$ cat src/rtl/execute_stage_if.sv
// Decode-to-execute inputs and execute-to-memory outputs of the MIPS execute stage.
// The execute stage uses the slave view; the decode/hazard side uses the master view.
interface execute_stage_if;
   logic        RegWriteE;
   logic        MemtoRegE;
   logic        MemWriteE;
   logic        ALUSrcE;
   logic        RegDstE;
   logic [2:0]  ALUControlE;
   logic [31:0] data1E;
   logic [31:0] data2E;
   logic [4:0]  RtE;
   logic [4:0]  RdE;
   logic [31:0] SignImmE;
   logic [1:0]  ForwardAE;
   logic [1:0]  ForwardBE;
   logic [31:0] ResultW;
   logic        RegWriteM;
   logic        MemtoRegM;
   logic        MemWriteM;
   logic [31:0] ALUOutM;
   logic [31:0] WriteDataM;
   logic [4:0]  WriteRegM;
   logic [4:0]  WriteRegE;
   logic        BusyE;

   modport slave (
      input  RegWriteE, MemtoRegE, MemWriteE, ALUSrcE, RegDstE, ALUControlE,
      input  data1E, data2E, RtE, RdE, SignImmE, ForwardAE, ForwardBE, ResultW,
      output RegWriteM, MemtoRegM, MemWriteM, ALUOutM, WriteDataM, WriteRegM,
      output WriteRegE, BusyE
   );

   modport master (
      output RegWriteE, MemtoRegE, MemWriteE, ALUSrcE, RegDstE, ALUControlE,
      output data1E, data2E, RtE, RdE, SignImmE, ForwardAE, ForwardBE, ResultW,
      input  RegWriteM, MemtoRegM, MemWriteM, ALUOutM, WriteDataM, WriteRegM,
      input  WriteRegE, BusyE
   );
endinterface

$ cat src/rtl/execute_stage.sv
// MIPS execute stage: forwarding muxes, ALU, 32-iteration shift-add multiplier
// and the execute-to-memory pipeline register.
module execute_stage (
   input  logic            clk,
   input  logic            reset,
   execute_stage_if.slave  ex
);
   typedef enum logic [1:0] {S_IDLE = 2'd0, S_RUN = 2'd1, S_DONE = 2'd2} state_t;

   state_t      r_state, w_state_nxt;
   logic [31:0] w_src_a, w_write_data, w_src_b, w_alu_res;
   logic [4:0]  w_write_reg;
   logic        w_mul_op, w_mul_start;
   logic [31:0] r_mul_a, r_mul_b, r_acc;
   logic [4:0]  r_count;
   logic        r_hold_regwrite, r_hold_memtoreg, r_hold_memwrite;
   logic [4:0]  r_hold_wreg;
   logic [31:0] r_hold_wdata;

   function automatic logic [31:0] fwd_sel(input logic [1:0] sel, input logic [31:0] reg_val,
                                           input logic [31:0] wb_val, input logic [31:0] mem_val);
      case (sel)
         2'b01:   fwd_sel = wb_val;
         2'b10:   fwd_sel = mem_val;
         default: fwd_sel = reg_val;
      endcase
   endfunction

   // MUL (011) never goes through here; its result comes from the accumulator.
   function automatic logic [31:0] alu_op(input logic [2:0] ctl, input logic [31:0] a,
                                          input logic [31:0] b);
      logic signed [31:0] sa, sb;
      sa = a;
      sb = b;
      case (ctl)
         3'b000:  alu_op = a & b;
         3'b001:  alu_op = a | b;
         3'b010:  alu_op = a + b;
         3'b110:  alu_op = a - b;
         3'b111:  alu_op = {31'd0, (sa < sb)};
         default: alu_op = 32'd0;
      endcase
   endfunction

   always_comb begin
      w_src_a      = fwd_sel(ex.ForwardAE, ex.data1E, ex.ResultW, ex.ALUOutM);
      w_write_data = fwd_sel(ex.ForwardBE, ex.data2E, ex.ResultW, ex.ALUOutM);
      w_src_b      = ex.ALUSrcE ? ex.SignImmE : w_write_data;
      w_write_reg  = ex.RegDstE ? ex.RdE : ex.RtE;
      w_alu_res    = alu_op(ex.ALUControlE, w_src_a, w_src_b);
      w_mul_op     = (ex.ALUControlE == 3'b011);
      w_mul_start  = (r_state == S_IDLE) && w_mul_op;
   end

   assign ex.WriteRegE = w_write_reg;
   assign ex.BusyE     = w_mul_start || (r_state == S_RUN);

   always_comb begin
      w_state_nxt = r_state;
      case (r_state)
         S_IDLE:  if (w_mul_op) w_state_nxt = S_RUN;
         S_RUN:   if (r_count == 5'd31) w_state_nxt = S_DONE;
         S_DONE:  w_state_nxt = S_IDLE;
         default: w_state_nxt = S_IDLE;
      endcase
   end

   always_ff @(posedge clk or posedge reset) begin
      if (reset) r_state <= S_IDLE;
      else       r_state <= w_state_nxt;
   end

   // Multiplier datapath and the instruction context held while it iterates
   always_ff @(posedge clk or posedge reset) begin
      if (reset) begin
         r_mul_a         <= 32'd0;
         r_mul_b         <= 32'd0;
         r_acc           <= 32'd0;
         r_count         <= 5'd0;
         r_hold_regwrite <= 1'b0;
         r_hold_memtoreg <= 1'b0;
         r_hold_memwrite <= 1'b0;
         r_hold_wreg     <= 5'd0;
         r_hold_wdata    <= 32'd0;
      end else if (w_mul_start) begin
         r_mul_a         <= w_src_a;
         r_mul_b         <= w_src_b;
         r_acc           <= 32'd0;
         r_count         <= 5'd0;
         r_hold_regwrite <= ex.RegWriteE;
         r_hold_memtoreg <= ex.MemtoRegE;
         r_hold_memwrite <= ex.MemWriteE;
         r_hold_wreg     <= w_write_reg;
         r_hold_wdata    <= w_write_data;
      end else if (r_state == S_RUN) begin
         if (r_mul_b[0]) r_acc <= r_acc + r_mul_a;
         r_mul_a <= r_mul_a << 1;
         r_mul_b <= r_mul_b >> 1;
         r_count <= r_count + 5'd1;
      end
   end

   // Execute-to-memory register: live result, bubble while multiplying, product on DONE
   always_ff @(posedge clk or posedge reset) begin
      if (reset) begin
         ex.RegWriteM  <= 1'b0;
         ex.MemtoRegM  <= 1'b0;
         ex.MemWriteM  <= 1'b0;
         ex.ALUOutM    <= 32'd0;
         ex.WriteDataM <= 32'd0;
         ex.WriteRegM  <= 5'd0;
      end else if (r_state == S_DONE) begin
         ex.RegWriteM  <= r_hold_regwrite;
         ex.MemtoRegM  <= r_hold_memtoreg;
         ex.MemWriteM  <= r_hold_memwrite;
         ex.ALUOutM    <= r_acc;
         ex.WriteDataM <= r_hold_wdata;
         ex.WriteRegM  <= r_hold_wreg;
      end else if (r_state == S_IDLE && !w_mul_op) begin
         ex.RegWriteM  <= ex.RegWriteE;
         ex.MemtoRegM  <= ex.MemtoRegE;
         ex.MemWriteM  <= ex.MemWriteE;
         ex.ALUOutM    <= w_alu_res;
         ex.WriteDataM <= w_write_data;
         ex.WriteRegM  <= w_write_reg;
      end else begin
         ex.RegWriteM  <= 1'b0;
         ex.MemtoRegM  <= 1'b0;
         ex.MemWriteM  <= 1'b0;
         ex.ALUOutM    <= 32'd0;
         ex.WriteDataM <= 32'd0;
         ex.WriteRegM  <= 5'd0;
      end
   end
endmodule
$ cat src/flat_wrapper.sv
// flat-port wrapper written by rule: the top's interface ports become plain ports
module execute_stage_flat 
  (clk, reset, ex_RegWriteE, ex_MemtoRegE, ex_MemWriteE, ex_ALUSrcE, ex_RegDstE, ex_ALUControlE, ex_data1E, ex_data2E, ex_RtE, ex_RdE, ex_SignImmE, ex_ForwardAE, ex_ForwardBE, ex_ResultW, ex_RegWriteM, ex_MemtoRegM, ex_MemWriteM, ex_ALUOutM, ex_WriteDataM, ex_WriteRegM, ex_WriteRegE, ex_BusyE);
  execute_stage_if ex_i ();
  input  logic clk;
  input  logic reset;
  input wire logic [$bits(ex_i.RegWriteE)-1:0] ex_RegWriteE;
  input wire logic [$bits(ex_i.MemtoRegE)-1:0] ex_MemtoRegE;
  input wire logic [$bits(ex_i.MemWriteE)-1:0] ex_MemWriteE;
  input wire logic [$bits(ex_i.ALUSrcE)-1:0] ex_ALUSrcE;
  input wire logic [$bits(ex_i.RegDstE)-1:0] ex_RegDstE;
  input wire logic [$bits(ex_i.ALUControlE)-1:0] ex_ALUControlE;
  input wire logic [$bits(ex_i.data1E)-1:0] ex_data1E;
  input wire logic [$bits(ex_i.data2E)-1:0] ex_data2E;
  input wire logic [$bits(ex_i.RtE)-1:0] ex_RtE;
  input wire logic [$bits(ex_i.RdE)-1:0] ex_RdE;
  input wire logic [$bits(ex_i.SignImmE)-1:0] ex_SignImmE;
  input wire logic [$bits(ex_i.ForwardAE)-1:0] ex_ForwardAE;
  input wire logic [$bits(ex_i.ForwardBE)-1:0] ex_ForwardBE;
  input wire logic [$bits(ex_i.ResultW)-1:0] ex_ResultW;
  output wire logic [$bits(ex_i.RegWriteM)-1:0] ex_RegWriteM;
  output wire logic [$bits(ex_i.MemtoRegM)-1:0] ex_MemtoRegM;
  output wire logic [$bits(ex_i.MemWriteM)-1:0] ex_MemWriteM;
  output wire logic [$bits(ex_i.ALUOutM)-1:0] ex_ALUOutM;
  output wire logic [$bits(ex_i.WriteDataM)-1:0] ex_WriteDataM;
  output wire logic [$bits(ex_i.WriteRegM)-1:0] ex_WriteRegM;
  output wire logic [$bits(ex_i.WriteRegE)-1:0] ex_WriteRegE;
  output wire logic [$bits(ex_i.BusyE)-1:0] ex_BusyE;
  assign ex_i.RegWriteE = ex_RegWriteE;
  assign ex_i.MemtoRegE = ex_MemtoRegE;
  assign ex_i.MemWriteE = ex_MemWriteE;
  assign ex_i.ALUSrcE = ex_ALUSrcE;
  assign ex_i.RegDstE = ex_RegDstE;
  assign ex_i.ALUControlE = ex_ALUControlE;
  assign ex_i.data1E = ex_data1E;
  assign ex_i.data2E = ex_data2E;
  assign ex_i.RtE = ex_RtE;
  assign ex_i.RdE = ex_RdE;
  assign ex_i.SignImmE = ex_SignImmE;
  assign ex_i.ForwardAE = ex_ForwardAE;
  assign ex_i.ForwardBE = ex_ForwardBE;
  assign ex_i.ResultW = ex_ResultW;
  assign ex_RegWriteM = ex_i.RegWriteM;
  assign ex_MemtoRegM = ex_i.MemtoRegM;
  assign ex_MemWriteM = ex_i.MemWriteM;
  assign ex_ALUOutM = ex_i.ALUOutM;
  assign ex_WriteDataM = ex_i.WriteDataM;
  assign ex_WriteRegM = ex_i.WriteRegM;
  assign ex_WriteRegE = ex_i.WriteRegE;
  assign ex_BusyE = ex_i.BusyE;
  execute_stage u_core (.clk(clk), .reset(reset), .ex(ex_i));
endmodule
$ cat config.mk
export PLATFORM = sky130hd
export DESIGN_NAME = execute_stage_flat
export DESIGN_NICKNAME = d
export VERILOG_FILES = /design/src/rtl/execute_stage_if.sv /design/src/rtl/execute_stage.sv /design/src/flat_wrapper.sv
export SDC_FILE = /design/constraint.sdc
export NUM_CORES = 1
export LEC_CHECK = 0
export ABC_AREA = 1
export CAP_MARGIN = 40
export CORE_AREA = 2 2 196 198
export CTS_CLUSTER_DIAMETER = 100
export CTS_CLUSTER_SIZE = 14
export DETAILED_ROUTE_END_ITERATION = 8
export DIE_AREA = 0 0 198 200
export PLACE_DENSITY = 0.83
export SYNTH_ARGS = -nofsm -noshare
export SYNTH_HDL_FRONTEND = slang
export SYNTH_SLANG_ARGS = --single-unit
$ cat constraint.sdc
create_clock -name clk -period 19.41 [get_ports clk]
set_input_delay 2.9115 -clock clk [delete_from_list [all_inputs] [get_ports clk]]
set_output_delay 2.9115 -clock clk [all_outputs]
set_load 0.005 [all_outputs]
# After elaboration in Yosys (flattened, before gate mapping)
# Cells that the tools add are included.
# totals
output_inout_bits,78
inputBits,152
register_bits,215
elab_cells,76
# op_classes
n_addsub,4
reduce_logical,10
bitwise,2
n_lt_le_gt_ge,1
n_eq_ne,14
n_mux,29
# op_table
op,n
two-way mux 32 bit,12
case mux 32 bit (5 select lines),1
case mux 32 bit (2 select lines),2
adder 32 bit,2
AND 32 bit,1
less-than comparator 32 bit,1
bitwise OR 32 bit,1
subtractor 32 bit,1
two-way mux 5 bit,5
== test 2 x 1 -> 1 bit (second input constant),3
== test 2 bit (second input constant),3
== test 3 x 2 -> 1 bit (second input constant),2
== test 3 bit (second input constant),2
two-way mux 1 bit,6
adder 5 x 1 -> 5 bit (second input constant),1
== test 5 bit (second input constant),1
two-way mux 2 bit,2
case mux 2 bit (2 select lines),1
AND reduction 2 bit,2
nonzero test 2 bit,2
== test 3 x 1 -> 1 bit (second input constant),1
zero test 3 bit,1
logical AND 1 bit,2
zero test 2 bit,1
other kinds (4),4

# Logic depth before layout (Yosys ltp)
# Gate-level depths: netlist (run 1).
# depth
ltp_word,7
mapped_depth,26
depth_no_buf,24

# Worst setup path before layout (run 1)
# Ideal clock, no wire load.
# synth_timing
kind,input -> output
from,in ex_ALUControlE[0]
to,out ex_BusyE
path_slack_ns,12.799
t_arrival_ns,3.700
required_ns,16.498
stages,8
path_buffers,2
path_cell_list,inv_2 -> nor2_1 -> nand2_1 -> nor2_4 -> nor2_2 -> inv_2 -> buf_4 -> buf_2
# synth_between
elab_chain_len,3
# synth_rtl
item,line_no,text
"start, declared",flat_wrapper.sv:12,input wire logic [$bits(ex_i.ALUControlE)-1:0] ex_ALUControlE;
== test 3 x 2 -> 1 bit,execute_stage.sv:51,w_mul_op = (ex.ALUControlE == 3'b011);
logical AND 1 bit,execute_stage.sv:52,w_mul_start = (r_state == S_IDLE) && w_mul_op;
logical OR 1 bit,execute_stage.sv:56,assign ex.BusyE = w_mul_start || (r_state == S_RUN);
"end, declared",flat_wrapper.sv:28,output wire logic [$bits(ex_i.BusyE)-1:0] ex_BusyE;
# No other way between the ends.

# Final worst setup path (run 1)
# Ends and elaborated chain as after synthesis.

==> summary.txt, run 1 <==
GRT
  – GR Overflow Total: 0
  – Vias in the first global route: 18,783
  – All-Layer GR Usage: 0.361
  – Largest net degree at the start of global routing: 90
  – First-pass GRT wire length: 108,000 µm
  – Antenna violations before repair: 2

Floorplanning
  – Die Ht: 200 µm
  – Starting Density: 0.497
  – Num ports: 230
  – Die Wd: 198 µm
  – Core Box Area: 37,400 µm²
  – Site Rows: 71
  – DIE AREA: 39,600 µm²

Timing
  – Worst-Margin Slew: 955 ps
  – Hold Vio Cnt, Final: 0
  – Max transition margin: 0.363
  – Setup-failing EPs final: 0
  – Final min period: 8440 ps
  – Slew Viols, Final: 0
  – Peak Freq: 119 MHz
  – RSZ-0062 raised after global routing: no
  – Clk_skew: 19.8 ps
  – Tcrit/Tclk final: 0.435
  – Setup TNS: 0 ps

Hold path
  – Hold crit path type: reg2reg
  – HP Start: u_core.r_count[3]$_DFFE_PP0P_

Synthesis
  – Mux contribution to synthesized area: 0
  – Syn Std Cell Area: 18,600 µm²
  – Xor/xnor cell area share of the yosys netlist: 0.00471
  – Post-synth ARST share: 1.00
  – Unique masters post-synth: 54
  – Seq/Total Area, Yosys: 0.289
  – Syn_area_per_cell: 6.54 µm²
  – Synth Instances: 2,842
  – Post-synth EDFFs: 0
  – Compound-Gate Fraction of Synth Area: 0.207
  – Post-synthesis adder-cell area fraction: 0.0981
  – Main combinational cell family by area after synthesis: simple AND/OR/NAND/NOR gates
  – Area fraction in and, or, nand and nor cells after synthesis: 0.265
  – Synth Register Bits: 215
  – Ys flop type: dfrtp_1
  – Syn nets: 3,138
  – Yosys Warn Count: 0

Clocking
  – H-tree level count: 1
  – Reg clk slew, reported paths: 70 ps
  – CTS Buf Count: 19
  – CTS Root Cell: clkbuf_16
  – Post-CTS setup buffers: 0
  – Clock buffer depth: 3
  – Worst-Skew Late Latency: 510 ps
  – TritonCTS clock tree: built
  – # clock sinks: 215
  – CTS Hold Buffers Added: 0
  – Post-cts sizing count: 0

Routing
  – DR vias: 19,987
  – Wire per inst: 20.7 µm
  – Total Wirelength: 72,700 µm
  – Post-route ant nets: 0
  – Starting DRT DRC Count: 2,346
  – DRC viols: 0
  – Via density: 5.69
  – Pre-antenna DRT Iters: 9

Finish
  – Nets: 3,296
  – Most common cell after layout, fill and taps aside: nand2_1
  – Area grow syn2layout: 16.3%
  – Fraction of final layout cells sized beyond drive strength 1: 0.0427
  – Most frequent cells in the layout: 766 x nand2_1, 485 x inv_1, 318 x o21ai_0, 229 x clkdlybuf4s50_1, 215 x dfrtp_1

Power
  – Pwr dens: 103 nW/µm²
  – Total design power: 2.24 mW
  – Peak supply drop: 0.0730 mV
  – Lkg Pwr: 11.0 nW

Critical path
  – Worst setup endpoint: ex_BusyE
  – Worst R2R End: u_core.ex.ALUOutM[26]$_DFF_PP0_
  – Worst reg-to-reg setup slack: 15,630 ps
  – Arrival @ worst endpoint: 5530 ps
  – Worst r2r src: u_core.ex.ALUOutM[1]$_DFF_PP0_
  – Worst-case reg-to-reg path depth: 20
  – Crit Path Class: in2out
  – Startpoint types: primary input
  – Crit path from: ex_ALUControlE[0]
  – Crit path capture type: primary output
  – Worst EP required: 16,500 ps
  – Worst-path maximum fanout: 57

Placed design
  – DP HPWL: 57,600 µm
  – Gpl congestion: 1.06
  – PortBufs: 229

Status
  – Status: complete, no violations

Flow run
  – Max cap viols: 0
[how the worst min path moves through the flow]
stage	endpoint	slack (ps)	depth (start not counted)
after floorplan	u_core.r_count[3]$_DFFE_PP0P_	430	1
after global placement	u_core.r_count[3]$_DFFE_PP0P_	450	1
after detailed placement	u_core.r_count[3]$_DFFE_PP0P_	460	1
after CTS	u_core.r_count[3]$_DFFE_PP0P_	470	1
after global routing	u_core.r_count[3]$_DFFE_PP0P_	490	1
final	u_core.r_count[3]$_DFFE_PP0P_	470	1
[cell usage after synthesis, types with 5 or more instances]
cell type / n / share of area
nand3b_1: 12 / 0.0048
nand4_1: 14 / 0.0047
nor3_1: 12 / 0.0032
nand2_2: 22 / 0.0074
nand3_1: 135 / 0.036
xor2_1: 8 / 0.0038
ha_1: 141 / 0.095
o21bai_1: 14 / 0.0057
inv_1: 486 / 0.098
nor2_2: 16 / 0.0054
nand2_1: 767 / 0.15
buf_4: 16 / 0.0065
a21o_1: 5 / 0.0020
a31oi_1: 7 / 0.0024
clkbuf_1: 55 / 0.011
a21boi_0: 9 / 0.0036
dfrtp_1: 215 / 0.29
o21a_1: 5 / 0.0020
nor2_4: 6 / 0.0036
a21boi_1: 19 / 0.0077
buf_2: 34 / 0.0091
o22ai_1: 47 / 0.016
o221ai_1: 7 / 0.0033
nor2_1: 177 / 0.036
o21ai_1: 28 / 0.0075
inv_2: 12 / 0.0024
nand3_2: 8 / 0.0043
o21ai_2: 6 / 0.0028
a22o_1: 8 / 0.0038
a221o_1: 33 / 0.018
buf_6: 11 / 0.0067
o21ai_0: 318 / 0.086
and2_1: 5 / 0.0017
a21oi_1: 153 / 0.041
[registers in the layout, indices dropped and copies added (netlist names), 2 cells and up]
register              flops
u_core.ex.ALUOutM        32
u_core.ex.WriteDataM     32
u_core.ex.WriteRegM       5
u_core.r_acc             32
u_core.r_count            5
u_core.r_hold_wdata      32
u_core.r_hold_wreg        5
u_core.r_mul_a           32
u_core.r_mul_b           32
u_core.r_state            2
[per-layer routing]
metal / track usage / vias to the layer above / part of all wire
met3: 0.0969 / 136 / 0.11
met5: 0 / - / 0
met4: 0.101 / 0 / 0.029
li1: - / 9383 / -
met2: 0.568 / 1015 / 0.44
met1: 0.491 / 9453 / 0.41
[through the flow]
step,worst slack (ps),utilization,cell area [µm²],hold slack (ps),cells
after floorplan,10620,-,18600,433,2842
after global placement,11040,0.564,21100,448,3488
after detailed placement,11010,0.565,21100,458,3489
after CTS,11020,0.578,21600,468,3510
after global routing,10820,0.578,21600,493,3513
final,10970,0.578,21600,470,3514
[critical path: stages]
cell and delay [ps]:
clkdlybuf4s50_1 540, inv_2 50, nor2_1 110, nand2_1 190
nor2_4 170, nor2_2 150, inv_2 690, clkdlybuf4s50_1 690
[cell type report]
| cell class | count | area, µm² |
|---|---|---|
| clock inverters | 1 | 8.76 |
| clock buffers | 20 | 479 |
| flip-flops and latches | 215 | 5380 |
| diodes | 3 | 7.51 |
| repair buffers | 256 | 2510 |
| multi-input cells | 2007 | 10700 |
| fillers | 3600 | 15800 |
| inverters | 501 | 1890 |
| well taps | 511 | 639 |
[where the power goes]
part           switching (mW)  internal, mW
combinational           0.820         0.407
sequential             0.0850         0.585
clock                   0.166         0.175
total                    1.07          1.17
[cells by family (layout without fill, tap and decap cells)]
logic type,Yosys count,after routing
and+or+nand+nor,1181,1181
AOI/OAI and AO/OA,672,672
buffers and inverters,620,778
DFF,215,215
adders and majority gates,144,144
xor gates and xnor gates,10,10
other,0,3
Power figures use the tool's default switching activity.
==> inputs of run 2 (changes only) <==
==> constraint.sdc (replaced) <==
create_clock -name clk -period 8.38 [get_ports clk]
set_input_delay 1.257 -clock clk [delete_from_list [all_inputs] [get_ports clk]]
set_output_delay 1.257 -clock clk [all_outputs]
set_load 0.005 [all_outputs]
==> run 2 against run 1 <==
First-iteration DRC count rose by 12%; sequential share of layout area fell by 0.17 points; critical path type is now in2reg; clock power rose to 2.6 times the previous value; clock skew fell by 6.4 ps; setup slack got worse by 8200 ps; highest routed layer unchanged; die area did not move; register-to-register slack got worse by 11000 ps; wire length rose by 10%; final cell count rose by 0.14%.
==> summary.txt, run 2 (synthesis gave the netlist of run 1 again) <==
Power
  – Total design power: 5.40 mW (was 2.24 mW)
  – Pwr dens: 248 nW/µm² (was 103 nW/µm²)
  – Peak supply drop: 0.184 mV (was 0.0730 mV)
  – Lkg Pwr: 11.1 nW (was 11.0 nW)

Critical path
  – Worst reg-to-reg setup slack: 4540 ps (was 15,630 ps)
  – Worst EP required: 8800 ps (was 16,500 ps)
  – Worst r2r src: u_core.ex.ALUOutM[29]$_DFF_PP0_ (was u_core.ex.ALUOutM[1]$_DFF_PP0_)
  – Crit Path Class: in2reg (was in2out)
  – Most frequent CP cell: nand2_1
  – Startpoint types: primary input (unchanged)
  – Crit path max-delay family: simple AND/OR/NAND/NOR gates (was buffers and inverters)
  – Crit path buffers/inverters: 6 (was 4)
  – Worst R2R End: u_core.ex.ALUOutM[0]$_DFF_PP0_ (was u_core.ex.ALUOutM[26]$_DFF_PP0_)
  – Worst path max stage delay: 530 ps (was 690 ps)
  – Worst-path maximum fanout: 37 (was 57)
  – Worst-case reg-to-reg path depth: 13 (was 20)
  – Crit path capture type: flop (was primary output)
  – Slowest CP cell: clkdlybuf4s50_1 (was inv_2)
  – Arrival @ worst endpoint: 6040 ps (was 5530 ps)

Timing
  – Slew Viols, Final: 0 (unchanged)
  – RSZ-0062 raised after global routing: no (unchanged)
  – Max transition margin: 0.371 (was 0.363)
  – Tcrit/Tclk final: 0.670
  – Final min period: 5610 ps
  – Setup-failing EPs final: 0 (unchanged)
  – Setup TNS: 0 ps (unchanged)
  – Hold Vio Cnt, Final: 0 (unchanged)
  – Setup WS post-layout: 2770 ps (was 10,970 ps)
  – Clk_skew: 13.3 ps (was 19.8 ps)
  – Peak Freq: 178 MHz
  – Worst-Margin Slew: 942 ps (was 955 ps)

Placed design
  – PortBufs: 229 (unchanged)
  – DP HPWL: 63,900 µm (was 57,600 µm)
  – Cell count after placement: 3,491 (was 3,489)
  – Gpl congestion: 1.09 (was 1.06)
  – Dpl ws: 2390 ps (was 11,010 ps)

Hold path
  – Hold crit path type: reg2reg (unchanged)
  – Hold Path Stages: 2 (was 1)
  – HP Start: u_core.r_hold_wdata[31]$_DFFE_PP0P_ (was u_core.r_count[3]$_DFFE_PP0P_)
  – Worst Hold Endpoint: u_core.ex.WriteDataM[31]$_DFF_PP0_ (was u_core.r_count[3]$_DFFE_PP0P_)

Routing
  – Wire per inst: 22.8 µm (was 20.7 µm)
  – DR vias: 20,816 (was 19,987)
  – Post-route ant nets: 0 (unchanged)
  – Via density: 5.92 (was 5.69)
  – DRC viols: 0 (unchanged)
  – Pre-antenna DRT Iters: 6 (was 9)
  – Starting DRT DRC Count: 2,635 (was 2,346)
  – Total Wirelength: 80,300 µm (was 72,700 µm)

Finish
  – Nets: 3,299 (was 3,296)
  – Final Util: 0.582 (was 0.578)
  – Area grow syn2layout: 17.1% (was 16.3%)
  – Most common cell after layout, fill and taps aside: nand2_1 (unchanged)
  – Fraction of final layout cells sized beyond drive strength 1: 0.0449 (was 0.0427)
  – Fill cells: 3,606 (was 3,600)
  – Most frequent cells in the layout: 766 x nand2_1, 485 x inv_1, 318 x o21ai_0, 229 x clkdlybuf4s50_1, 215 x dfrtp_1 (unchanged)
  – Fin cells: 3,519 (was 3,514)

Clocking
  – CTS Buf Count: 20 (was 19)
  – Clock buffer depth: 3 (unchanged)
  – H-tree level count: 1 (unchanged)
  – Post-cts sizing count: 0 (unchanged)
  – CTS Root Cell: clkbuf_16 (unchanged)
  – # clock sinks: 215 (unchanged)
  – Reg clk slew, reported paths: 70 ps (about the same)
  – Worst-Skew Late Latency: 540 ps (was 510 ps)
  – Post-CTS setup buffers: 0 (unchanged)
  – TritonCTS clock tree: built (unchanged)
  – CTS Hold Buffers Added: 0 (unchanged)

GRT
  – Vias in the first global route: 19,246 (was 18,783)
  – Largest net degree at the start of global routing: 101 (was 90)
  – All-Layer GR Usage: 0.402 (was 0.361)
  – Antenna violations before repair: 2 (unchanged)
  – First-pass GRT wire length: 119,000 µm (was 108,000 µm)
  – GR Overflow Total: 0 (unchanged)

Floorplanning
  – Die Wd: 198 µm (unchanged)
  – Die Ht: 200 µm (unchanged)
  – Num ports: 230 (unchanged)
  – Starting Density: 0.497 (unchanged)
  – Site Rows: 71 (unchanged)
  – DIE AREA: 39,600 µm² (unchanged)
  – Core Box Area: 37,400 µm² (unchanged)

Status
  – Status: complete, no violations (unchanged)

Flow run
  – Max cap viols: 0 (unchanged)
## run 2: worst max-delay path by stage
stage / startpoint / to / slack (ps) / cells past startpoint
4_1_cts: ex_ForwardBE[0] / u_core.ex.ALUOutM[0]$_DFF_PP0_ / 2940 / 25
3_5_place_dp: ex_ForwardBE[0] / u_core.ex.ALUOutM[0]$_DFF_PP0_ / 2390 / 25
6_report: ex_ForwardBE[0] / u_core.ex.ALUOutM[0]$_DFF_PP0_ / 2770 / 25
2_1_floorplan: reset / u_core.ex.ALUOutM[0]$_DFF_PP0_ / 1240 / 1
3_3_place_gp: ex_ForwardAE[0] / u_core.ex.ALUOutM[0]$_DFF_PP0_ / 2030 / 22
5_1_grt: ex_ForwardBE[0] / u_core.ex.ALUOutM[10]$_DFF_PP0_ / 2610 / 20
## run 2: per-stage QoR
step                instance area, µm²  hold WS [ps]
floorplan                        18600           433
global placement                 21100           454
detailed placement               21200           471
CTS                              21800           479
global route                     21800           513
finish                           21800           478
## run 2: area by class of cell
cell class | count | area (µm²) | area share
multi-input cells | 2007 | 10700 | 0.492
flip-flops and latches | 215 | 5380 | 0.247
repair buffers | 258 | 2580 | 0.119
inverters | 501 | 1890 | 0.0868
well taps | 511 | 639 | 0.0294
clock buffers | 22 | 539 | 0.0248
clock inverters | 3 | 28.8 | 0.00132
diodes | 2 | 5.00 | 0.000230
## run 2: where the power goes
part / total (mW) / internal, mW / switching (mW)
Clock: 0.895 / 0.458 / 0.437
Sequential: 1.56 / 1.35 / 0.201
Combinational: 2.96 / 0.960 / 2.00
Total: 5.40 / 2.77 / 2.63
## run 2: per-layer routing
| layer | track usage | up-vias | share of wire | wire length (µm) |
|---|---|---|---|---|
| met1 | 0.567 | 9922 | 0.41 | 33200 |
| met4 | 0.124 | 0 | 0.034 | 2740 |
| li1 | - | 9392 | - | - |
| met5 | 0 | - | 0 | 0 |
| met3 | 0.115 | 186 | 0.13 | 10400 |
| met2 | 0.595 | 1316 | 0.42 | 33900 |
## run 2: worst register-to-register path, delay by kind of cell, from the launching register on
kind / cells / cell delay, ps
AO/OA/AOI/OAI: 4 / 1100
adder cells (fa/ha/maj): 1 / 630
flip-flops: 1 / 580
AND/OR/NAND/NOR: 8 / 1420
